### config.mk
export PLATFORM = sky130hd
export DESIGN_NAME = alu_seq
export DESIGN_NICKNAME = d
export VERILOG_FILES = /design/src/rtl/alu_seq.sv
export SDC_FILE = /design/constraint.sdc
export NUM_CORES = 1
export LEC_CHECK = 0
export BUFFER_PORTS_ARGS = -buffer_cell sky130_fd_sc_hd__buf_4
export CAP_MARGIN = 0
export CORE_MARGIN = 2
export CORE_UTILIZATION = 45
export CTS_BUF_LIST = sky130_fd_sc_hd__clkbuf_4
export CTS_CLUSTER_SIZE = 28
export DETAILED_ROUTE_END_ITERATION = 16
export GPL_ROUTABILITY_DRIVEN = 0
export GPL_TIMING_DRIVEN = 1
export MAX_ROUTING_LAYER = met4
export PLACE_DENSITY = 0.66
export SKIP_CTS_REPAIR_TIMING = 1
export SYNTH_ARGS = -nofsm -noshare
export SYNTH_HDL_FRONTEND = slang
export SYNTH_SLANG_ARGS = --single-unit
### constraint.sdc
create_clock -name clk -period 2.41 [get_ports clk]
set_input_delay 0.482 -clock clk [delete_from_list [all_inputs] [get_ports clk]]
set_output_delay 0.482 -clock clk [all_outputs]
set_load 0.05 [all_outputs]
### src/rtl/alu_seq.sv
// Sequencer for the 8-bit ALU: 4x8 register file, carry flag, optional zero flag (ALU_SEQ_ZFLAG_EN).
// Latency: ALU op done 3 cycles after accept, load done 1 cycle after accept.
// Backpressure: instr_ready only in IDLE; instr_valid while busy is ignored.
module alu_seq #(
    parameter int WIDTH = 8,
    parameter int NREGS = 4,
    localparam int AW = $clog2(NREGS)
) (
    input  logic             clk,
    input  logic             rst_n,
    input  logic             instr_valid,
    output logic             instr_ready,
    input  logic             instr_ld,
    input  logic [2:0]       instr_op,
    input  logic [AW-1:0]    instr_rd,
    input  logic [AW-1:0]    instr_rs,
    input  logic [WIDTH-1:0] instr_imm,
    output logic [2:0]       alu_op,
    output logic [WIDTH-1:0] alu_a,
    output logic [WIDTH-1:0] alu_b,
    input  logic [WIDTH-1:0] alu_out,
    input  logic             alu_carry,
    output logic             done,
    output logic             carry,
`ifdef ALU_SEQ_ZFLAG_EN
    output logic             zero,
`endif
    input  logic [AW-1:0]    dbg_addr,
    output logic [WIDTH-1:0] dbg_data
);

    typedef enum logic [1:0] {
        IDLE    = 2'd0,
        ISSUE   = 2'd1,
        CAPTURE = 2'd2,
        WRITE   = 2'd3
    } state_t;

    state_t             state;
    logic [WIDTH-1:0]   regs [NREGS];
    logic               lat_ld;
    logic [2:0]         lat_op;
    logic [AW-1:0]      lat_rd;
    logic [WIDTH-1:0]   lat_imm;
    logic [WIDTH-1:0]   result;
    logic               cflag_next;

    assign instr_ready = (state == IDLE);
    assign dbg_data    = regs[dbg_addr];

    always_ff @(posedge clk or negedge rst_n) begin
        if (!rst_n) begin
            state      <= IDLE;
            for (int i = 0; i < NREGS; i++) regs[i] <= '0;
            lat_ld     <= 1'b0;
            lat_op     <= '0;
            lat_rd     <= '0;
            lat_imm    <= '0;
            result     <= '0;
            cflag_next <= 1'b0;
            carry      <= 1'b0;
            alu_op     <= '0;
            alu_a      <= '0;
            alu_b      <= '0;
            done       <= 1'b0;
`ifdef ALU_SEQ_ZFLAG_EN
            zero       <= 1'b0;
`endif
        end else begin
            done <= 1'b0;
            case (state)
                IDLE: begin
                    if (instr_valid) begin
                        lat_ld  <= instr_ld;
                        lat_op  <= instr_op;
                        lat_rd  <= instr_rd;
                        lat_imm <= instr_imm;
                        if (instr_ld) begin
                            state <= WRITE;
                        end else begin
                            // Operands read here, so rd == rs sees pre-write values.
                            alu_a  <= regs[instr_rd];
                            alu_b  <= regs[instr_rs];
                            alu_op <= instr_op;
                            state  <= ISSUE;
                        end
                    end
                end
                ISSUE: state <= CAPTURE;
                CAPTURE: begin
                    result <= alu_out;
                    if (lat_op == 3'd0) cflag_next <= alu_carry;
                    state <= WRITE;
                end
                WRITE: begin
                    regs[lat_rd] <= lat_ld ? lat_imm : result;
                    if (!lat_ld && lat_op == 3'd0) carry <= cflag_next;
`ifdef ALU_SEQ_ZFLAG_EN
                    if (!lat_ld) zero <= (result == '0);
`endif
                    done  <= 1'b1;
                    state <= IDLE;
                end
                default: state <= IDLE;
            endcase
        end
    end

endmodule

-- Word level (Yosys, flattened, before mapping)
Cells that the tools add are included.
- flip-flop bits (word level): 78
- input port bits: 30
- output and inout bits: 30
- word-level logic and storage cells: 56
- order comparisons: 5
- equal/unequal tests: 4
- mux-type cells: 17
- bitwise gates (word level): 5
- reductions and logical operators: 9
- operator list (operator ; number):
    $mux 8 ; 8
    $bmux 8 s2 ; 3
    $bwmux 32 ; 1
    $demux 8 s2 ; 1
    $ge 3x3->1 const B ; 4
    $not 2->3 ; 4
    $pmux 2 s4 ; 1
    $reduce_and 2->1 ; 3
    $eq 2x2->1 const B ; 2
    $mux 2 ; 2
    $logic_not 3->1 ; 1
    $lt 3x1->1 const B ; 1
    $reduce_and 3->1 ; 1
    $eq 2x1->1 const B ; 1
    $logic_and 1x1->1 ; 2
    $logic_not 2->1 ; 1
    $ne 2x2->1 const B ; 1
    $logic_not 1->1 ; 1
    $mux 1 ; 1
    $not 1->1 ; 1

-- Longest topological paths before layout
- depth in word-level cells: 6
- mapped depth: 7
- mapped depth without buffers: 5

-- Worst setup path before layout
Ideal clock, no wire load.
- kind: register -> register
- start point: register state[0]
- end point: register alu_a[0]
- setup time: 125 ps
- arrival time: 2000 ps
- required time: 2285 ps
- path slack: 285 ps
- cell stages (with the launch flop): 8
- path buffers: 2
- period minus slack after synthesis: 2125 ps
- cells stage by stage: dfrtp_1 inv_1 ha_1 nand2_2 or2_1 buf_6 buf_6 mux2_4
- word-level cells in the longest chain between the ends: 2
- RTL lines (item ; line ; RTL):
    from (decl) ; 39 ; state_t state;
    from (signal assigned) ; 53 ; state <= IDLE;
    from (signal assigned) ; 79 ; state <= WRITE;
    from (signal assigned) ; 85 ; state <= ISSUE;
    $logic_not 2->1 ; - ;
    named net instr_ready ; 12 ; output logic instr_ready,
    $reduce_and 3->1 (no source line) ; - ;
    to (signal assigned) ; 82 ; alu_a <= regs[instr_rd];
    to (decl) ; 19 ; output logic [WIDTH-1:0] alu_a,
The timed path passes the listed nets, and every way through them passes these cells.
A chain may end at the register's enable or synchronous reset.

-- Worst setup path in the final report
- start point: register regs[12] in the netlist's numbering
- end point: output port dbg_data[4]
- word-level cells in the longest chain between the ends: 3
- RTL lines (item ; line ; RTL):
    from (decl) ; 40 ; logic [WIDTH-1:0] regs [NREGS];
    from (signal, indexed assignment) ; 96 ; regs[lat_rd] <= lat_ld ? lat_imm : result;
    $bmux 8 s2 ; 49 ; assign dbg_data = regs[dbg_addr];
    $mux 8 (not written as such) (2 in a row) ; 49 ;
    to (decl) ; 29 ; output logic [WIDTH-1:0] dbg_data
Every way passes these cells. The select of a mux whose other input is x is not followed.

==> results.py <==
metrics = {
    "status": {
        "outcome": "finished clean",
    },
    "place": {
        "dpl-instance-area_um2": 4140,
        "hpwl_after_detailed_placement_um": 5046,
        "io_buffers": 59,
    },
    "power_and_ir_drop": {
        "internal-power_mw": 3.650,
        "power_density_nw_per_um2": 1452,
        "vdd_drop_max_v": 0.0006137,
        "power_leakage_nw": 1.975,
        "net-switching-power_mw": 2.588,
        "combPwrFrac_pct": 47.5,
        "seq_power_share_pct": 39.0,
        "clockPowerShare_pct": 13.4,
        "finalPower_mw": 6.237,
        "sw_frac_of_total_pct": 41.49,
    },
    "job": {
        "timing.max_cap.violations": 0,
    },
    "die": {
        "initial_core_utilization_pct": 46.47,
        "core_area_um2": 7727,
        "design.portCount": 60,
        "die_area_um2": 8710,
        "fp-row-count": 32,
        "die-height_um": 93.33,
        "die-width_um": 93.33,
    },
    "timing": {
        "max_slew.worst_pin.slew_ns": 0.6141,
        "rsz0062_at_grt": "false",
        "final_period_minus_worst_setup_slack_ns": 2.007,
        "setup_total_negative_slack_ns": 0,
        "fmaxAchievable_mhz": 498.3,
        "clock-skew-final_ns": 0.01814,
        "slew_viol_final": 0,
        "worst_slew_margin_rel_pct": 58.95,
        "min_period_over_period_pct": 83.27,
        "timing.final.setup_violations": 0,
        "report.final.hold_viol_count": 0,
    },
    "global_routing": {
        "first_global_vias": 2262,
        "globalRouteTotalUtil_pct": 19.01,
        "grt_pass1_wl_um": 11900,
        "initial_antenna_violation_count": 0,
        "grt_overflow": 0,
        "grt_start_max_net_pins": 35,
    },
    "routing": {
        "final_wl_um": 7239,
        "detail-route-antenna-nets": 0,
        "drcViolationCount": 0,
        "dr_total_vias": 2228,
        "avgViaCountPerCell": 5.305,
        "detailedRoute.firstPassIterationCount": 4,
        "routed_wirelength_normalized_by_instance_count_um": 17.24,
        "drt-initial-drc-count": 154,
    },
    "clock_network": {
        "ctsHtreeMaxLevel": 3,
        "tritoncts.num_buffers": 9,
        "tritoncts": "yes",
        "cts_num_sinks": 78,
        "clock-root-buffer": "sky130_fd_sc_hd__clkbuf_4",
        "insertion_delay_ns": 0.42,
        "clk_pin_slew_worst_paths_ns": 0.12,
        "cts.path.max_buffers": 2,
    },
    "synth": {
        "synth_area_per_cell_um2": 14.25,
        "distinct_cells_synth": 21,
        "synthDominantAreaCellType": "sky130_fd_sc_hd__dfrtp_1",
        "syn-num-nets": 285,
        "syn-instance-count": 252,
        "mappedNetlistArea_um2": 3591,
        "top_area_cell_type_share_of_the_netlist_area_pct": 54.36,
        "synth_sequential_area_ratio_pct": 54.36,
        "synth-warning-count": 0,
        "netlist_top_cells_area": "sky130_fd_sc_hd__dfrtp_1 54%, sky130_fd_sc_hd__mux4_2 15%, sky130_fd_sc_hd__mux2_2 10%",
        "yosys_register_bits": 78,
    },
    "layout": {
        "commonest_non_fill_non_tap_cell_in_the_layout": "sky130_fd_sc_hd__dfrtp_1",
        "fin_area_um2": 4295,
        "post_route_cells_drive_above_1_share_pct": 46.23,
        "most_used_cells_in_the_layout_excluding_fill_and_tap_cells": "78 x sky130_fd_sc_hd__dfrtp_1, 64 x sky130_fd_sc_hd__buf_4, 33 x sky130_fd_sc_hd__mux2_2",
        "nets": 347,
        "insertedDiodeCount": 0,
        "nFillCells": 662,
        "areaGrowthSynthToFinish_pct": 19.62,
    },
    "critical_path": {
        "element_type_at_the_critical_path_end": "primary output",
        "worstPathRequired_ns": 1.93,
        "cpMaxStageDelayCell": "sky130_fd_sc_hd__mux4_2",
        "worstSetupPathType": "register to primary output",
        "slowest_delay_ns": 0.47,
        "path_cells": "mux4_2 > buf_4",
        "cp_max_fo": 4,
        "cp-start-kind": "register",
        "crit_arrival_ns": 1.52,
        "path_delay_family": "multiplexers",
        "critical_path.n_buffers_inverters": 1,
    },
    "hold_path": {
        "min_path_type": "input port to register",
    },
}
==> layer usage <==
metal  part of all wire (%)  track usage (%)  vias up  routed length [um]
met5                      0                -        -                   0
met4                    1.2            4.534        0                  86
met3                    4.8            5.641        9                 345
met2                     46            28.42       66                3353
met1                     48            25.94     1107                3454
li1                       -                -     1046                   -
==> cell families (layout without fill, tap and decap cells) <==
group	Yosys count	in the layout	share of synthesized area, %
AO/OA/AOI/OAI	34	34	4.739
adder cells (fa/ha/maj)	3	3	1.045
buffers and inverters	17	83	2.404
flip-flops	78	78	54.36
multiplexers	76	76	32.09
AND/OR/NAND/NOR	44	44	5.366
==> sequential cells by signal (all words and copies together) (netlist names) <==
signal,cells
regs,32
state,2
lat_op,3
result,8
lat_imm,8
carry,1
alu_op,3
lat_rd,2
done,1
alu_a,8
cflag_next,1
alu_b,8
lat_ld,1
==> final timing paths <==
check	startpoint	end	slack (ns)	cells after the start
min in group asynchronous	rst_n	alu_a[3]	0.49	2
max in group asynchronous	rst_n	regs[5]	1.29	3
min reg2reg	cflag_next	cflag_next	0.52	1
max	regs[12]	dbg_data[4]	0.40	2
max reg2reg	state[0]	alu_a[2]	0.67	6
min	alu_carry	cflag_next	0.29	2
==> power by group through the flow <==
stage | Clock, mW | Sequential [mW] | Combinational (mW)
floorplan | 0 | 2.92 | 1.68
global placement | 0 | 2.44 | 2.94
detailed placement | 0 | 2.46 | 2.99
CTS | 0.861 | 2.43 | 3.00
global route | 0.926 | 2.54 | 3.19
finish | 0.837 | 2.43 | 2.97
==> area by class of cell <==
| class | instances | area, um^2 | area share (%) |
|---|---|---|---|
| Clock inverter | 6 | 77.57 | 1.806 |
| Tap cell | 102 | 127.6 | 2.971 |
| Inverter | 2 | 7.507 | 0.1748 |
| Clock buffer | 9 | 67.56 | 1.573 |
| Sequential cell | 78 | 1952 | 45.44 |
| Multi-Input combinational cell | 157 | 1553 | 36.15 |
| Timing Repair Buffer | 66 | 510.5 | 11.88 |
==> cells in the mapped netlist <==
| master | count |
|---|---|
| sky130_fd_sc_hd__a21oi_1 | 10 |
| sky130_fd_sc_hd__buf_1 | 1 |
| sky130_fd_sc_hd__buf_2 | 6 |
| sky130_fd_sc_hd__buf_6 | 2 |
| sky130_fd_sc_hd__clkbuf_1 | 6 |
| sky130_fd_sc_hd__dfrtp_1 | 78 |
| sky130_fd_sc_hd__ha_1 | 3 |
| sky130_fd_sc_hd__inv_1 | 2 |
| sky130_fd_sc_hd__mux2_2 | 33 |
| sky130_fd_sc_hd__mux2_4 | 10 |
| sky130_fd_sc_hd__mux2i_1 | 9 |
| sky130_fd_sc_hd__mux4_2 | 24 |
| sky130_fd_sc_hd__nand2_1 | 25 |
| sky130_fd_sc_hd__nand2_2 | 1 |
| sky130_fd_sc_hd__nand3_1 | 1 |
| sky130_fd_sc_hd__nand3b_1 | 3 |
| sky130_fd_sc_hd__nor2_1 | 11 |
| sky130_fd_sc_hd__nor3_1 | 1 |
| sky130_fd_sc_hd__nor3b_2 | 1 |
| sky130_fd_sc_hd__o21ai_0 | 24 |
| sky130_fd_sc_hd__or2_1 | 1 |
==> stage by stage <==
| step | setup WS, ns | instances | hold slack (ns) | utilization, % |
|---|---|---|---|---|
| 6_report | 0.4032 | 420 | 0.2918 | 55.59 |
| 5_1_grt | 0.3287 | 420 | 0.2598 | 55.59 |
| 4_1_cts | 0.3778 | 419 | -0.05577 | 55.46 |
| 3_5_place_dp | 0.5013 | 404 | 0.4224 | 53.58 |
| 3_3_place_gp | 0.5173 | 404 | 0.4224 | 53.58 |
| 2_1_floorplan | 0.2847 | 252 | 0.1864 | - |
No activity file was read; power rests on OpenSTA's default activity.
